[config.mk]
export PLATFORM = sky130hd
export DESIGN_NAME = gap_symbol_tx_flat
export DESIGN_NICKNAME = d
export VERILOG_FILES = /design/src/rtl/gap_pkg.sv /design/src/rtl/gap_symbol_tx_if.sv /design/src/rtl/gap_tx_fifo.sv /design/src/rtl/gap_symbol_tx.sv /design/src/flat_wrapper.sv
export SDC_FILE = /design/constraint.sdc
export NUM_CORES = 1
export LEC_CHECK = 0
export CORE_MARGIN = 8
export CORE_UTILIZATION = 59
export DETAILED_ROUTE_END_ITERATION = 7
export PLACE_DENSITY_LB_ADDON = 0.05
export SETUP_SLACK_MARGIN = 0.2
export SYNTH_ARGS = -nofsm -noshare
export SYNTH_HDL_FRONTEND = slang
export SYNTH_SLANG_ARGS = --single-unit
[constraint.sdc]
create_clock -name clk -period 3.2 [get_ports clk]
set_clock_uncertainty 0.05 [all_clocks]
set_input_delay 0.64 -clock clk [delete_from_list [all_inputs] [get_ports clk]]
set_output_delay 0.64 -clock clk [all_outputs]
set_load 0.02 [all_outputs]
[src/rtl/gap_pkg.sv]
// Shared types and constants for the gap-code transmitter and its detector partner.
package gap_pkg;

  typedef enum logic [1:0] {
    StIdle,
    StStart,
    StGap,
    StStop
  } gap_tx_state_t;

  typedef logic [1:0] gap_sym_t;

  localparam gap_sym_t SYM_LONG = 2'd0;
  localparam gap_sym_t SYM_1    = 2'd1;
  localparam gap_sym_t SYM_2    = 2'd2;
  localparam gap_sym_t SYM_3    = 2'd3;

  // Codes reported by the receive-side gap-length detector.
  localparam logic [2:0] GAP_CODE_1    = 3'b001;
  localparam logic [2:0] GAP_CODE_2    = 3'b010;
  localparam logic [2:0] GAP_CODE_3    = 3'b011;
  localparam logic [2:0] GAP_CODE_LONG = 3'b111;

  // Number of zero bits sent for a symbol.
  function automatic logic [2:0] gap_zeros(input gap_sym_t s, input logic [2:0] long_zeros);
    return (s == SYM_LONG) ? long_zeros : {1'b0, s};
  endfunction

endpackage

[src/rtl/gap_symbol_tx_if.sv]
// Valid/ready symbol handshake between a producer and the gap-code transmitter.
interface gap_symbol_tx_if;
  import gap_pkg::*;

  logic     sym_valid;
  gap_sym_t sym;
  logic     sym_ready;

  modport master (output sym_valid, output sym, input sym_ready);
  modport slave  (input sym_valid, input sym, output sym_ready);

endinterface

[src/rtl/gap_tx_fifo.sv]
// Small synchronous symbol FIFO with full/empty flags; Depth must be a power of two.
module gap_tx_fifo
  import gap_pkg::*;
#(
  parameter int unsigned Depth = 4
) (
  input  logic     clk,
  input  logic     rst,
  input  logic     push,
  input  gap_sym_t push_data,
  input  logic     pop,
  output gap_sym_t pop_data,
  output logic     full,
  output logic     empty
);

  localparam int unsigned Aw = $clog2(Depth);

  // Pointers carry one extra wrap bit to tell full from empty.
  logic [Aw:0] wr_ptr, rd_ptr;
  gap_sym_t    mem [Depth];
  logic        do_push, do_pop;

  assign empty    = (wr_ptr == rd_ptr);
  assign full     = (wr_ptr[Aw] != rd_ptr[Aw]) && (wr_ptr[Aw-1:0] == rd_ptr[Aw-1:0]);
  assign do_push  = push && !full;
  assign do_pop   = pop && !empty;
  assign pop_data = mem[rd_ptr[Aw-1:0]];

  always_ff @(posedge clk) begin
    if (rst) begin
      wr_ptr <= '0;
      rd_ptr <= '0;
    end else begin
      if (do_push) wr_ptr <= wr_ptr + {{Aw{1'b0}}, 1'b1};
      if (do_pop)  rd_ptr <= rd_ptr + {{Aw{1'b0}}, 1'b1};
    end
  end

  always_ff @(posedge clk) begin
    if (do_push) mem[wr_ptr[Aw-1:0]] <= push_data;
  end

endmodule

[src/rtl/gap_symbol_tx.sv]
// Serial gap-code transmitter: each symbol becomes "1, N zeros, 1" on txd.
// Define GAP_TX_FIFO_EN to put a FIFO_DEPTH-entry symbol FIFO in front of the FSM.
module gap_symbol_tx
  import gap_pkg::*;
#(
  parameter int unsigned BIT_DIV    = 1,
  parameter int unsigned LONG_ZEROS = 4,
  parameter int unsigned FIFO_DEPTH = 4
) (
  input  logic               clk,
  input  logic               rst,
  gap_symbol_tx_if.slave     sym_if,
  output logic               txd,
  output logic               busy,
  output logic               frame_done
);

  gap_tx_state_t state;
  logic [7:0]    div_cnt;
  logic [2:0]    gap_cnt;
  logic          bit_end;
  logic          can_take;
  logic          take;
  gap_sym_t      next_sym;

  assign bit_end  = (div_cnt == 8'(BIT_DIV - 1));
  // The FSM can start a new frame from idle or on the last cycle of a stop bit.
  assign can_take = (state == StIdle) || ((state == StStop) && bit_end);

`ifdef GAP_TX_FIFO_EN
  logic     fifo_full, fifo_empty;
  gap_sym_t fifo_head;

  assign sym_if.sym_ready = !rst && !fifo_full;
  assign take             = can_take && !fifo_empty;
  assign next_sym         = fifo_head;

  gap_tx_fifo #(
    .Depth (FIFO_DEPTH)
  ) u_fifo (
    .clk       (clk),
    .rst       (rst),
    .push      (sym_if.sym_valid && sym_if.sym_ready),
    .push_data (sym_if.sym),
    .pop       (take),
    .pop_data  (fifo_head),
    .full      (fifo_full),
    .empty     (fifo_empty)
  );
`else
  assign sym_if.sym_ready = !rst && can_take;
  assign take             = sym_if.sym_valid && sym_if.sym_ready;
  assign next_sym         = sym_if.sym;
`endif

  always_ff @(posedge clk) begin
    if (rst) begin
      state      <= StIdle;
      div_cnt    <= '0;
      gap_cnt    <= '0;
      txd        <= 1'b0;
      busy       <= 1'b0;
      frame_done <= 1'b0;
    end else begin
      frame_done <= 1'b0;
      div_cnt    <= bit_end ? 8'd0 : div_cnt + 8'd1;
      unique case (state)
        StIdle: begin
          div_cnt <= '0;
          if (take) begin
            state   <= StStart;
            txd     <= 1'b1;
            busy    <= 1'b1;
            gap_cnt <= gap_zeros(next_sym, 3'(LONG_ZEROS));
          end
        end
        StStart: begin
          if (bit_end) begin
            state <= StGap;
            txd   <= 1'b0;
          end
        end
        StGap: begin
          if (bit_end) begin
            if (gap_cnt == 3'd1) begin
              state <= StStop;
              txd   <= 1'b1;
            end else begin
              gap_cnt <= gap_cnt - 3'd1;
            end
          end
        end
        StStop: begin
          if (bit_end) begin
            frame_done <= 1'b1;
            // Back-to-back frames: the stop bit flows straight into the next start bit.
            if (take) begin
              state   <= StStart;
              gap_cnt <= gap_zeros(next_sym, 3'(LONG_ZEROS));
            end else begin
              state <= StIdle;
              txd   <= 1'b0;
              busy  <= 1'b0;
            end
          end
        end
        default: state <= StIdle;
      endcase
    end
  end

  a_params_legal: assert property (@(posedge clk)
    (BIT_DIV >= 1) && (BIT_DIV <= 255) && (LONG_ZEROS >= 4) && (FIFO_DEPTH >= 2));

  // A long symbol cannot be encoded in the 3-bit gap counter beyond 7 zeros.
  a_long_fits: assert property (@(posedge clk) disable iff (rst)
    (take && (next_sym == SYM_LONG)) |-> (LONG_ZEROS <= 7));

endmodule

[src/flat_wrapper.sv]
// flat-port wrapper written by rule: the top's interface ports become plain ports
module gap_symbol_tx_flat import gap_pkg::*;
#(
  parameter int unsigned BIT_DIV    = 1,
  parameter int unsigned LONG_ZEROS = 4,
  parameter int unsigned FIFO_DEPTH = 4
)
  (clk, rst, txd, busy, frame_done, sym_if_sym_valid, sym_if_sym, sym_if_sym_ready);
  gap_symbol_tx_if sym_if_i ();
  input  logic clk;
  input  logic rst;
  output logic txd;
  output logic busy;
  output logic frame_done;
  input wire logic [$bits(sym_if_i.sym_valid)-1:0] sym_if_sym_valid;
  input wire logic [$bits(sym_if_i.sym)-1:0] sym_if_sym;
  output wire logic [$bits(sym_if_i.sym_ready)-1:0] sym_if_sym_ready;
  assign sym_if_i.sym_valid = sym_if_sym_valid;
  assign sym_if_i.sym = sym_if_sym;
  assign sym_if_sym_ready = sym_if_i.sym_ready;
  gap_symbol_tx #(.BIT_DIV(BIT_DIV), .LONG_ZEROS(LONG_ZEROS), .FIFO_DEPTH(FIFO_DEPTH)) u_core (.clk(clk), .rst(rst), .sym_if(sym_if_i), .txd(txd), .busy(busy), .frame_done(frame_done));
endmodule
==> impl_metrics.tcl <==
set metrics [dict create \
    synth_cells 103 \
    cts_buffers 3 \
    synth.ff_latch_count 16 \
    routed_wl_mm 1.760 \
    clk_latency_ps 290 \
    power_density_nw_per_um2 716.7 \
    synth_compound_area_share_pct 20.08 \
    rsz0062_at_grt "false" \
    overflow 0 \
    slowest_delay_ps 520 \
    maxSlewViolCount 0 \
    nFillCells 123 \
    drive_gt1_share_pct 12.28 \
    hold-worst-slack_ps 429.4 \
    seqCellArea_um2 320.3 \
    synth-simple-area-share_pct 20.21 \
    hpwl_mm 1.325 \
    r2r-start "u_core.div_cnt[0]" \
    ys_types 33 \
    end_kind "output pin" \
    period_needed_ps 2833 \
    die_w_um 55.80 \
    worst_slack_ps 367.3 \
    clock.fmax_mhz 353.0 \
    grt_pass1_vias 719 \
    area_growth_pct 14.46 \
    muxShareOfSynthArea_pct 2.142 \
    worstSetupStartpointType "register" \
    cp_data_required_time_ps 2510 \
    drv_cap 0 \
    ir_drop_uv 621.1 \
    synth_nets 117 \
    synth_edf_count 0 \
    synth_top_family_by_area "simple AND/OR/NAND/NOR gates" \
    io_pins 9 \
    hold_path.class "reg -> reg" \
    cts_buffer_depth 2 \
    setup.worst_path.start "u_core.div_cnt[0]" \
    hp-start "u_core.div_cnt[0]" \
    r2r_slack_ps 950 \
    ff2ff_path_depth 7 \
    fp-row-count 14 \
    wl_per_cell_um 13.54 \
    avgSynthCellArea_um2 9.074 \
    grt_first_pass_wirelength_mm 2.953 \
    path_cells "inv_1 > ha_1 > or4b_4 > nor2_8 > nand2_1 > a21oi_1 > dlygate4sd2_1" \
    worst_pin_slew_ps 498.5 \
    ys_seq_area_share_pct 34.27 \
    port_buffers 8 \
    drc_errors 0 \
    netlist_area_um2 934.6 \
    track_usage_pct 11.19 \
    post_cts_buffers 0 \
    max_slew_margin_pct 66.51 \
    pre_cts_slack_ps 406.2 \
    grt_start_max_net_pins 10 \
    finalSetupViolCount 0 \
    yosysWarnings 0 \
    core_area_um2 1489 \
    vias_per_cell 5.708 \
    synth_xor_area_share_pct 5.622 \
    fin_crit_sh_pct 88.52 \
    final_nets 129 \
    clock-sinks 16 \
    path_buf_inv 2 \
    criticalPathCategory "reg -> out" \
    htree_levels 1 \
    clk_pin_slew_ps 100 \
    ant_nets 0 \
    leakage_nw 0.4073 \
    dieArea_um2 3114 \
    start_util_pct 62.77 \
    cts-hold-fix-buffers 0 \
    gp_congestion 0.7996 \
    status "finished, final reports clean" \
    cpMaxStageDelayCell "or4b_4" \
    clockRootBuffer "clkbuf_4" \
    design_area_um2 1070 \
    antenna_found_initial 0 \
    tritoncts "yes" \
    vias 742 \
    setup_tns_ps 0 \
    hold_path_end "u_core.div_cnt[0]" \
    finalPower_uw 766.8 \
    fp.dieH_um 55.80 \
    yosys_most_used_dff "dfxtp_1" \
    post_dp_cell_area_um2 1035 \
    async_flop_share_pct 0 \
    rr_endpoint "u_core.state[1]" \
    dr.pass1.iters 4 \
    synth_fa_ha_area_share_pct 12.05 \
    hold_viol 0 \
    whs_path_depth 1 \
    drtIter0Drc 13 \
    arrival_ps 2140 \
    path_max_fanout 5 \
    path_delay_family "simple AND/OR/NAND/NOR gates" \
    antenna_cells 0 \
    multi_input_area_um2 561.8 \
]
state kept, by name (all words and copies together) (netlist names):
register,cells
u_core.state,2
u_core.div_cnt,8
u_core.txd,1
u_core.busy,1
u_core.gap_cnt,3
u_core.frame_done,1
worst max-delay path by stage:
stage | cells after the start | to | slack, ps
6_report | 7 | sym_if_sym_ready | 370
5_1_grt | 7 | sym_if_sym_ready | 250
4_1_cts | 7 | sym_if_sym_ready | 350
3_5_place_dp | 7 | sym_if_sym_ready | 410
3_3_place_gp | 7 | sym_if_sym_ready | 470
2_1_floorplan | 6 | sym_if_sym_ready | 890
power by group:
part           leakage [nW]  switching, mW  internal [mW]
sequential            0.130         0.0257          0.235
clock                0.0210         0.0684         0.0693
combinational         0.256          0.206          0.162
total                 0.407          0.300          0.467
kinds of logic (layout without fill, tap and decap cells):
logic type / count (synthesis) / in the layout
AND/OR/NAND/NOR: 35 / 35
AO/OA/AOI/OAI: 21 / 21
flip-flops: 16 / 16
buffers and inverters: 14 / 25
adder cells (fa/ha/maj): 9 / 9
XOR/XNOR: 6 / 6
multiplexers: 2 / 2
cell type report:
class | instances | share of cell area [%]
inverter | 12 | 4.211
clock buffer | 4 | 3.392
timing repair buffer | 9 | 8.070
sequential | 16 | 29.94
tap | 16 | 1.871
multi-input combinational | 73 | 52.51
metrics by stage:
stage	util [%]	cells
after CTS	71.85	130
after global routing	71.85	130
after floorplan	-	103
after global placement	69.50	126
final	71.85	130
after detailed placement	69.50	126
synth_stat cells, types with 2 or more instances:
cell      number  area share [%]
a21oi_1        4             2.1
nor3_1         3             1.6
mux2i_1        2             2.1
o21ai_0        3             1.6
inv_1         12             4.8
o31ai_1        2             1.6
nor2b_1        2             1.3
or3_2          3             2.4
xnor2_1        3             2.8
nand2_1        5             2.0
nor2_1        15             6.0
xor2_1         3             2.8
ha_1           9              12
nand3_1        2             1.1
dfxtp_1       16              34
clkbuf_1       2            0.80
timing repair:
item                                   in CTS  in global routing
resized for setup                           1                  0
endpoints found under the hold margin       0                  0
setup endpoints to repair                   1                  0
routing by layer:
metal	vias up	share of wire [%]	GRT usage [%]
met2	17	39	14.74
met3	4	4.9	4.566
met5	-	0	0
met4	0	1.3	5.634
met1	340	55	14.95
li1	381	-	-
placed cells by master (no fill, tap or decap), types with 4 or more instances in the layout:
cell and instances:
nor2_1 15, a21oi_1 4, clkdlybuf4s50_1 7, dfxtp_1 16
nand2_1 5, ha_1 9, inv_1 12
(Power assumes the default switching activity.)
